### src/rtl/guitar_hero_pkg.sv
// Shared types and default sizes for the spectral peak-finding stage.
package guitar_hero_pkg;

    // Default frame geometry, matching the magnitude stage output.
    localparam int FFT_LEN_DEF = 8192;
    localparam int MAG_W_DEF   = 13;
    localparam int BIN_W_DEF   = 13;

    // Scan-side state: waiting for a start-of-frame, or walking through bins.
    typedef enum logic {
        IDLE = 1'b0,
        SCAN = 1'b1
    } scan_state_t;

    // One reported peak at the default widths, as seen by the note mapper.
    typedef struct packed {
        logic [BIN_W_DEF-1:0] bin;
        logic [MAG_W_DEF-1:0] mag;
        logic                 found;
    } peak_result_t;

endpackage

### src/rtl/magnitude_peak_finder_result_reg.sv
// Holding register for the reported peak. Presents the result with a
// valid/ready handshake and lets a fresh commit overwrite an unconsumed one.
//
// Handshake: a result transfers on any cycle where valid and ready are both
// high; while valid is high and ready is low the result fields do not change
// unless a new commit overwrites them, in which case overrun pulses.
module peak_result_reg #(
    parameter int MAG_W = 13,
    parameter int BIN_W = 13
) (
    input  logic             clk,
    input  logic             reset_n,
    input  logic             load,
    input  logic [BIN_W-1:0] load_bin,
    input  logic [MAG_W-1:0] load_mag,
    input  logic             load_found,
    input  logic             ready,
    output logic             valid,
    output logic [BIN_W-1:0] bin,
    output logic [MAG_W-1:0] mag,
    output logic             found,
    output logic             overrun
);

    // Load on commit, drop valid on consume, flag a commit that lands on an
    // unconsumed result.
    always_ff @(posedge clk or negedge reset_n) begin
        if (!reset_n) begin
            valid   <= 1'b0;
            bin     <= '0;
            mag     <= '0;
            found   <= 1'b0;
            overrun <= 1'b0;
        end else begin
            overrun <= 1'b0;
            if (load) begin
                valid   <= 1'b1;
                bin     <= load_bin;
                mag     <= load_mag;
                found   <= load_found;
                overrun <= valid && !ready;
            end else if (valid && ready) begin
                valid <= 1'b0;
            end
        end
    end

endmodule

### src/rtl/magnitude_peak_finder.sv
// Frame-by-frame peak search over a bin window of the magnitude spectrum.
// Tracks the largest in-window magnitude while a frame streams in, then
// commits bin/magnitude/threshold flag into the output holding register.
module magnitude_peak_finder
    import guitar_hero_pkg::*;
#(
    parameter int FFT_LEN = FFT_LEN_DEF,
    parameter int MAG_W   = MAG_W_DEF,
    parameter int BIN_W   = BIN_W_DEF,
    parameter int BIN_LO  = 1,
    parameter int BIN_HI  = 4095,
    parameter int THRESH  = 64
) (
    input  logic             clk,
    input  logic             reset_n,
    input  logic [MAG_W-1:0] mag_in,
    input  logic             mag_valid,
    input  logic             mag_sop,
    input  logic             mag_eop,
    output logic [BIN_W-1:0] peak_bin,
    output logic [MAG_W-1:0] peak_mag,
    output logic             peak_found,
    output logic             peak_valid,
    input  logic             peak_ready,
    output logic             frame_err,
    output logic             overrun,
    output scan_state_t      scan_state
);

    localparam logic [BIN_W-1:0] LO   = BIN_W'(BIN_LO);
    localparam logic [BIN_W-1:0] HI   = BIN_W'(BIN_HI);
    localparam logic [BIN_W-1:0] LAST = BIN_W'(FFT_LEN - 1);
    localparam logic [MAG_W-1:0] TH   = MAG_W'(THRESH);

    scan_state_t      state, state_next;
    logic [BIN_W:0]   bin_cnt;     // extra MSB marks "ran past the last bin"
    logic [BIN_W-1:0] best_bin;
    logic [MAG_W-1:0] best_mag;

    logic             beat;
    logic             ovf;
    logic [BIN_W-1:0] idx;
    logic [BIN_W:0]   cnt_inc;
    logic [BIN_W-1:0] base_bin, nxt_bin;
    logic [MAG_W-1:0] base_mag, nxt_mag;
    logic             take;
    logic             err_next;
    logic             commit;
    logic             commit_found;

    // Per-beat datapath: bin index, window test and running-maximum update.
    always_comb begin
        beat     = mag_valid && (state == SCAN || mag_sop);
        ovf      = (state == SCAN) && !mag_sop && bin_cnt[BIN_W];
        idx      = mag_sop ? '0 : bin_cnt[BIN_W-1:0];
        cnt_inc  = {1'b0, idx} + {{BIN_W{1'b0}}, 1'b1};
        base_bin = mag_sop ? LO : best_bin;
        base_mag = mag_sop ? '0 : best_mag;
        take     = (idx >= LO) && (idx <= HI) && (mag_in > base_mag);
        nxt_bin  = take ? idx : base_bin;
        nxt_mag  = take ? mag_in : base_mag;
    end

    // Scan FSM state register.
    always_ff @(posedge clk or negedge reset_n) begin
        if (!reset_n) state <= IDLE;
        else          state <= state_next;
    end

    // Scan FSM next state: any accepted beat keeps scanning unless it ends
    // the frame (eop) or arrives after the frame has already run out of bins.
    always_comb begin
        state_next = state;
        if (beat) begin
            if (mag_eop || ovf) state_next = IDLE;
            else                state_next = SCAN;
        end
    end

    // Scan FSM outputs: malformed-frame detection and result commit.
    always_comb begin
        err_next     = beat && (ovf ||
                                (state == SCAN && mag_sop) ||
                                (mag_eop && idx != LAST));
        commit       = beat && mag_eop && !ovf && (idx == LAST);
        commit_found = nxt_mag >= TH;
    end

    // Scan registers and the registered frame-error pulse.
    always_ff @(posedge clk or negedge reset_n) begin
        if (!reset_n) begin
            bin_cnt   <= '0;
            best_bin  <= '0;
            best_mag  <= '0;
            frame_err <= 1'b0;
        end else begin
            frame_err <= err_next;
            if (beat) begin
                bin_cnt  <= cnt_inc;
                best_bin <= nxt_bin;
                best_mag <= nxt_mag;
            end
        end
    end

    assign scan_state = state;

    peak_result_reg #(
        .MAG_W (MAG_W),
        .BIN_W (BIN_W)
    ) u_result (
        .clk        (clk),
        .reset_n    (reset_n),
        .load       (commit),
        .load_bin   (nxt_bin),
        .load_mag   (nxt_mag),
        .load_found (commit_found),
        .ready      (peak_ready),
        .valid      (peak_valid),
        .bin        (peak_bin),
        .mag        (peak_mag),
        .found      (peak_found),
        .overrun    (overrun)
    );

endmodule
### config.mk
export PLATFORM = sky130hd
export DESIGN_NAME = magnitude_peak_finder
export DESIGN_NICKNAME = d
export VERILOG_FILES = /design/src/rtl/guitar_hero_pkg.sv /design/src/rtl/magnitude_peak_finder_result_reg.sv /design/src/rtl/magnitude_peak_finder.sv
export SDC_FILE = /design/constraint.sdc
export NUM_CORES = 1
export LEC_CHECK = 0
export BUFFER_PORTS_ARGS = -buffer_cell sky130_fd_sc_hd__buf_2
export CORE_ASPECT_RATIO = 2
export CORE_MARGIN = 2
export CORE_UTILIZATION = 55
export DETAILED_ROUTE_END_ITERATION = 8
export GPL_ROUTABILITY_DRIVEN = 0
export HOLD_SLACK_MARGIN = 0.06
export MAX_ROUTING_LAYER = met4
export PLACE_DENSITY = 0.75
export SLEW_MARGIN = 20
export SYNTH_ARGS = -nofsm -noshare
export SYNTH_HDL_FRONTEND = slang
export SYNTH_SLANG_ARGS = --single-unit
### constraint.sdc
create_clock -name clk -period 2.5 [get_ports clk]
set_input_delay 0.375 -clock clk [delete_from_list [all_inputs] [get_ports clk]]
set_output_delay 0.375 -clock clk [all_outputs]
set_load 0.03 [all_outputs]
; ---- Yosys cells after proc, flatten, opt, wreduce, memory -nomap -nowiden
; Cells that the tools add are included.
[word_totals]
register_bits = 71
[classes]
add_sub_neg = 1
order_cmp = 4
n_eq_ne = 2
n_mux = 9
reduce_logical = 21
[ops]
columns = op, count
row1 = $mux W13, 5
row2 = $add A13 B1 Y14 const B, 1
row3 = $eq A13 B13 Y1 const B, 1
row4 = $ge A13 B1 Y1 const B, 1
row5 = $ge A13 B7 Y1 const B, 1
row6 = $gt A13 B13 Y1, 1
row7 = $le A13 B12 Y1 const B, 1
row8 = $logic_and A1 B1 Y1, 13
row9 = $ne A13 B13 Y1 const B, 1
row10 = $logic_or A1 B1 Y1, 4
row11 = $mux W1, 4
row12 = $logic_not A1 Y1, 3
row13 = $reduce_bool A2 Y1, 1

; ---- Longest topological paths before layout
[logic_depth]
word_depth = 7
ltp_mapped = 13
ltp_nobuf = 9

; ---- Cells and area by module
; From an unflattened synthesis, not the netlist that was laid out.
[unflattened]
cells_unflattened = 370
area_unflattened_um2 = 3833.7
[modules_own_cells]
columns = mod, n_inst, cells_each, area_each_um2, seq_area_each_um2
row1 = magnitude_peak_finder, 1, 308, 2728.9, 1051.0
row2 = peak_result_reg, 1, 62, 1104.8, 725.7

; ---- Worst setup path after synthesis
; OpenSTA, ideal clock, no wires.
[synth_path]
path_type = input to register
start = input mag_sop
end = register best_mag[10]
setup_ns = 0.121
arrival_ns = 2.669
required_ns = 2.379
setup_slack_ns = -0.290
stages = 13
path_cell_list = buf_2 > inv_1 > clkbuf_1 > buf_2 > nand2_1 > ha_1 > nand3_1 > o21bai_1 > a311oi_2 > o211ai_2 > a21o_1 > buf_4 > a22o_1
[synth_between]
elab_chain_len = 5
[synth_rtl]
columns = item, line_no
row1 = from (decl), magnitude_peak_finder.sv:18  ; input logic mag_sop,
row2 = $mux W13, magnitude_peak_finder.sv:55  ; idx = mag_sop ? '0 : bin_cnt[BIN_W-1:0];
row3 = $ge A13 B1 Y1 or $le A13 B12 Y1 (tied branches), magnitude_peak_finder.sv:59  ; take = (idx >= LO) && (idx <= HI) && (mag_in > base_mag);
row4 = $logic_and A1 B1 Y1 (2 in a row), magnitude_peak_finder.sv:59
row5 = $mux W13, magnitude_peak_finder.sv:61  ; nxt_mag = take ? mag_in : base_mag;
row6 = to (signal assigned), magnitude_peak_finder.sv:101  ; best_mag <= nxt_mag;
row7 = to (decl), magnitude_peak_finder.sv:38  ; logic [MAG_W-1:0] best_mag;
; Parallel ways exist; a longest one is shown, timed or not.
; A chain may end at the register's enable or synchronous reset.

; ---- Worst setup path in the final report
[layout_path]
start = register bin_cnt[1]
end = register best_bin[5]
[layout_between]
elab_chain_len = 5
[layout_rtl]
columns = item, line_no
row1 = from (decl), magnitude_peak_finder.sv:36  ; logic [BIN_W:0] bin_cnt; // extra MSB marks "ran past the last bin"
row2 = from (signal assigned), magnitude_peak_finder.sv:99  ; bin_cnt <= cnt_inc;
row3 = $mux W13 *, magnitude_peak_finder.sv:55
row4 = $ge A13 B1 Y1 or $le A13 B12 Y1 (tied branches), magnitude_peak_finder.sv:59
row5 = $logic_and A1 B1 Y1 * (2 in a row), magnitude_peak_finder.sv:59
row6 = $mux W13 *, magnitude_peak_finder.sv:60  ; nxt_bin = take ? idx : base_bin;
row7 = to (signal assigned), magnitude_peak_finder.sv:100  ; best_bin <= nxt_bin;
row8 = to (decl), magnitude_peak_finder.sv:37  ; logic [BIN_W-1:0] best_bin;
; Every way passes the cells marked *; elsewhere a longest branch is shown, timed or not.

==> out/metrics.csv <==
stage,metric,value,unit
global_route,antenna_found_initial,0,
cts,worstSkewPairLatency,340,ps
critical_path,crit_path_start_kind,flop,
critical_path,required,2730,ps
logic_synthesis,synth_cells,353,
floorplanning,ios,50,
sta,worst_pin_slew,720,ps
critical_path,r2r_setup_slack,190,ps
finish,layout_common_cells,"71 x dfrtp_1, 70 x nand2_1, 49 x buf_2",
logic_synthesis,synth_cell_types,50,
logic_synthesis,yosysTopAreaCell,dfrtp_1,
logic_synthesis,seq_area_frac_synth,49.7,%
sta,fin_ws,185,ps
sta,hold_violations,0,
logic_synthesis,synthesis.yosys.warnings,0,
finish,multi_input_comb_area,0.00164,mm2
finish,finalNetCount,450,
logic_synthesis,synth_area_leaders,"dfrtp_1 50%, nand2_1 7.4%, ha_1 5.3%",
finish,fin_area,0.00433,mm2
logic_synthesis,synthDominantCellAreaShare,49.7,%
placed_design,place_area,0.00401,mm2
critical_path,path_class,flop to flop,
critical_path,crit_buf_inv,1,
critical_path,crit_chain,"nand2b_1, ha_1, nor4_1, and4_1, nor3_2, o211ai_2, or2_1, buf_12, o311ai_2",
finish,drive_above_1_share,27.4,%
placed_design,pre_cts_ws,-131,ps
sta,tns,0,ps
placed_design,place_inst,489,
finish,finalNonFillerCells,505,
finish,fillCellCount,501,
global_route,grt_first_pass_wirelength,13.4,mm
power,powerDensity,758,mW/mm2
floorplanning,dieWidth,61.0,um
logic_synthesis,synth-edff-count,0,
sta,fin_crit_sh,92.6,%
critical_path,cp-startpoint,bin_cnt[1],
detailed_routing,ant_nets,0,
hold_path,min_path_type,primary input to async pin,
finish,seq_area,0.00178,mm2
critical_path,cp_max_fo,9,
logic_synthesis,synth-seq-cells,71,
floorplanning,core,0.00631,mm2
critical_path,cp_top_family,simple AND/OR/NAND/NOR gates,
placed_design,io_buffers,49,
critical_path,reg2reg_from,bin_cnt[1],
sta,drv_slew,0,
global_route,grt_max_degree,35,
cts,cts_tree,yes,
detailed_routing,avgRoutedWirePerCell,15.8,um
logic_synthesis,async_reset_ff_share,100,%
finish,area_delta_synth_final,21.1,%
placed_design,hpwlAfterDp,5.59,mm
finish,layout_commonest_cell,dfrtp_1,
power,leakagePower,2.07,nW
sta,finalSetupViolations,0,
sta,rsz0062_at_grt,false,
critical_path,end_kind,flop,
sta,fmax,0.432,GHz
detailed_routing,drc,0,
critical_path,cp_slowest_cell,dfrtp_1,
power,finalPower,3.28,mW
global_route,track_usage,25.4,%
critical_path,arrival,2550,ps
run_status,status,completed,
global_route,grt_pass1_vias,2846,
logic_synthesis,avgSynthCellArea,10.1,um2
floorplanning,rows,41,
cts,root_buffer,clkbuf_16,
sta,min_period,2310,ps
cts,numCtsBuffers,9,
detailed_routing,firstDrtPassIters,5,
critical_path,cpPeakStageDelay,430,ps
logic_synthesis,ys.flop_type,dfrtp_1,
cts,clock_path_buffers,2,
power,peakVddDrop,0.442,mV
logic_synthesis,syn_area,0.00357,mm2
sta,skew,6.44,ps
logic_synthesis,syn_nets,387,
floorplanning,die_area,0.00720,mm2
sta,timing.max_slew.rel_slack,52.0,%
cts,cts_hold_buf,0,
detailed_routing,via_per_inst,5.79,
cts,htree_levels,3,
floorplanning,start_util,56.7,%
global_route,grt.overflow.total,0,
floorplanning,die_h,118,um
detailed_routing,dr_total_vias,2924,
detailed_routing,routed_wl,7.98,mm
cts,clk_pin_slew,50,ps
detailed_routing,dr.first_iter.drc_count,167,
flow_run,maxCapViolCount,0,
cts,clock-sinks,71,
finish,diodes,0,
==> cell usage after synthesis, types with 6 or more instances <==
library cell	number
o311ai_2	9
nand4_1	9
nor2_1	8
o21ai_0	28
o22ai_1	7
ha_1	15
a22o_1	13
clkbuf_1	8
mux2_2	6
nand3_1	17
inv_1	17
buf_2	8
a21oi_1	9
dfrtp_1	71
nand2_1	70
==> through the flow <==
step           util, %  hold WS (ps)
5_1_grt           68.6           152
4_1_cts           68.1           110
6_report          68.6          95.3
3_5_place_dp      63.5           463
2_1_floorplan        -          79.4
3_3_place_gp      63.5           456
==> area by class of cell <==
| cell class | instances | share of cell area (%) |
|---|---|---|
| flip-flops and latches | 71 | 41.0 |
| multi-input cells | 245 | 37.9 |
| repair buffers | 72 | 10.5 |
| clock buffers | 10 | 5.52 |
| well taps | 86 | 2.48 |
| inverters | 17 | 1.47 |
| clock inverters | 4 | 1.10 |
==> path summary, 6_finish.rpt <==
kind                                     to  cells after the start
setup / recovery                best_bin[5]                      9
hold / removal                 best_bin[12]                      1
hold reg to reg            u_result.bin[11]                      2
max in group asynchronous       best_bin[9]                      2
min in group clk                 scan_state                      2
setup reg to reg                best_bin[5]                      9
==> per-layer routing <==
layer / vias up / routed length, um / global-route usage (%) / share of wire, %
met3: 31 / 348 / 5.71 / 4.4
met1: 1404 / 3170 / 29.6 / 40
met4: 0 / 335 / 13.3 / 4.2
met5: - / 0 / - / 0
li1: 1390 / - / - / -
met2: 99 / 4130 / 39.4 / 52
==> logic make-up after synthesis <==
family | count (synthesis) | synth area share, %
AO/OA/AOI/OAI | 85 | 18.3
XOR/XNOR | 3 | 0.735
adder cells (fa/ha/maj) | 15 | 5.25
buffers and inverters | 38 | 5.01
flip-flops | 71 | 49.7
multiplexers | 10 | 3.43
AND/OR/NAND/NOR | 131 | 17.5
==> report_power, final <==
part           internal (mW)  switching, mW  total [mW]
clock                  0.783          0.457        1.24
combinational          0.285          0.322       0.607
sequential              1.30          0.137        1.43
==> state kept, by name, indices dropped and copies added (netlist names) <==
register,cells
u_result.bin,13
u_result.mag,13
u_result.found,1
frame_err,1
u_result.valid,1
best_bin,13
scan_state,1
bin_cnt,14
u_result.overrun,1
best_mag,13
==> repair_timing <==
action,4_1_cts,5_1_grt
gates resized for setup,0,2
setup endpoints to repair,0,10
setup buffers,0,1
Power figures use the tool's default switching activity.
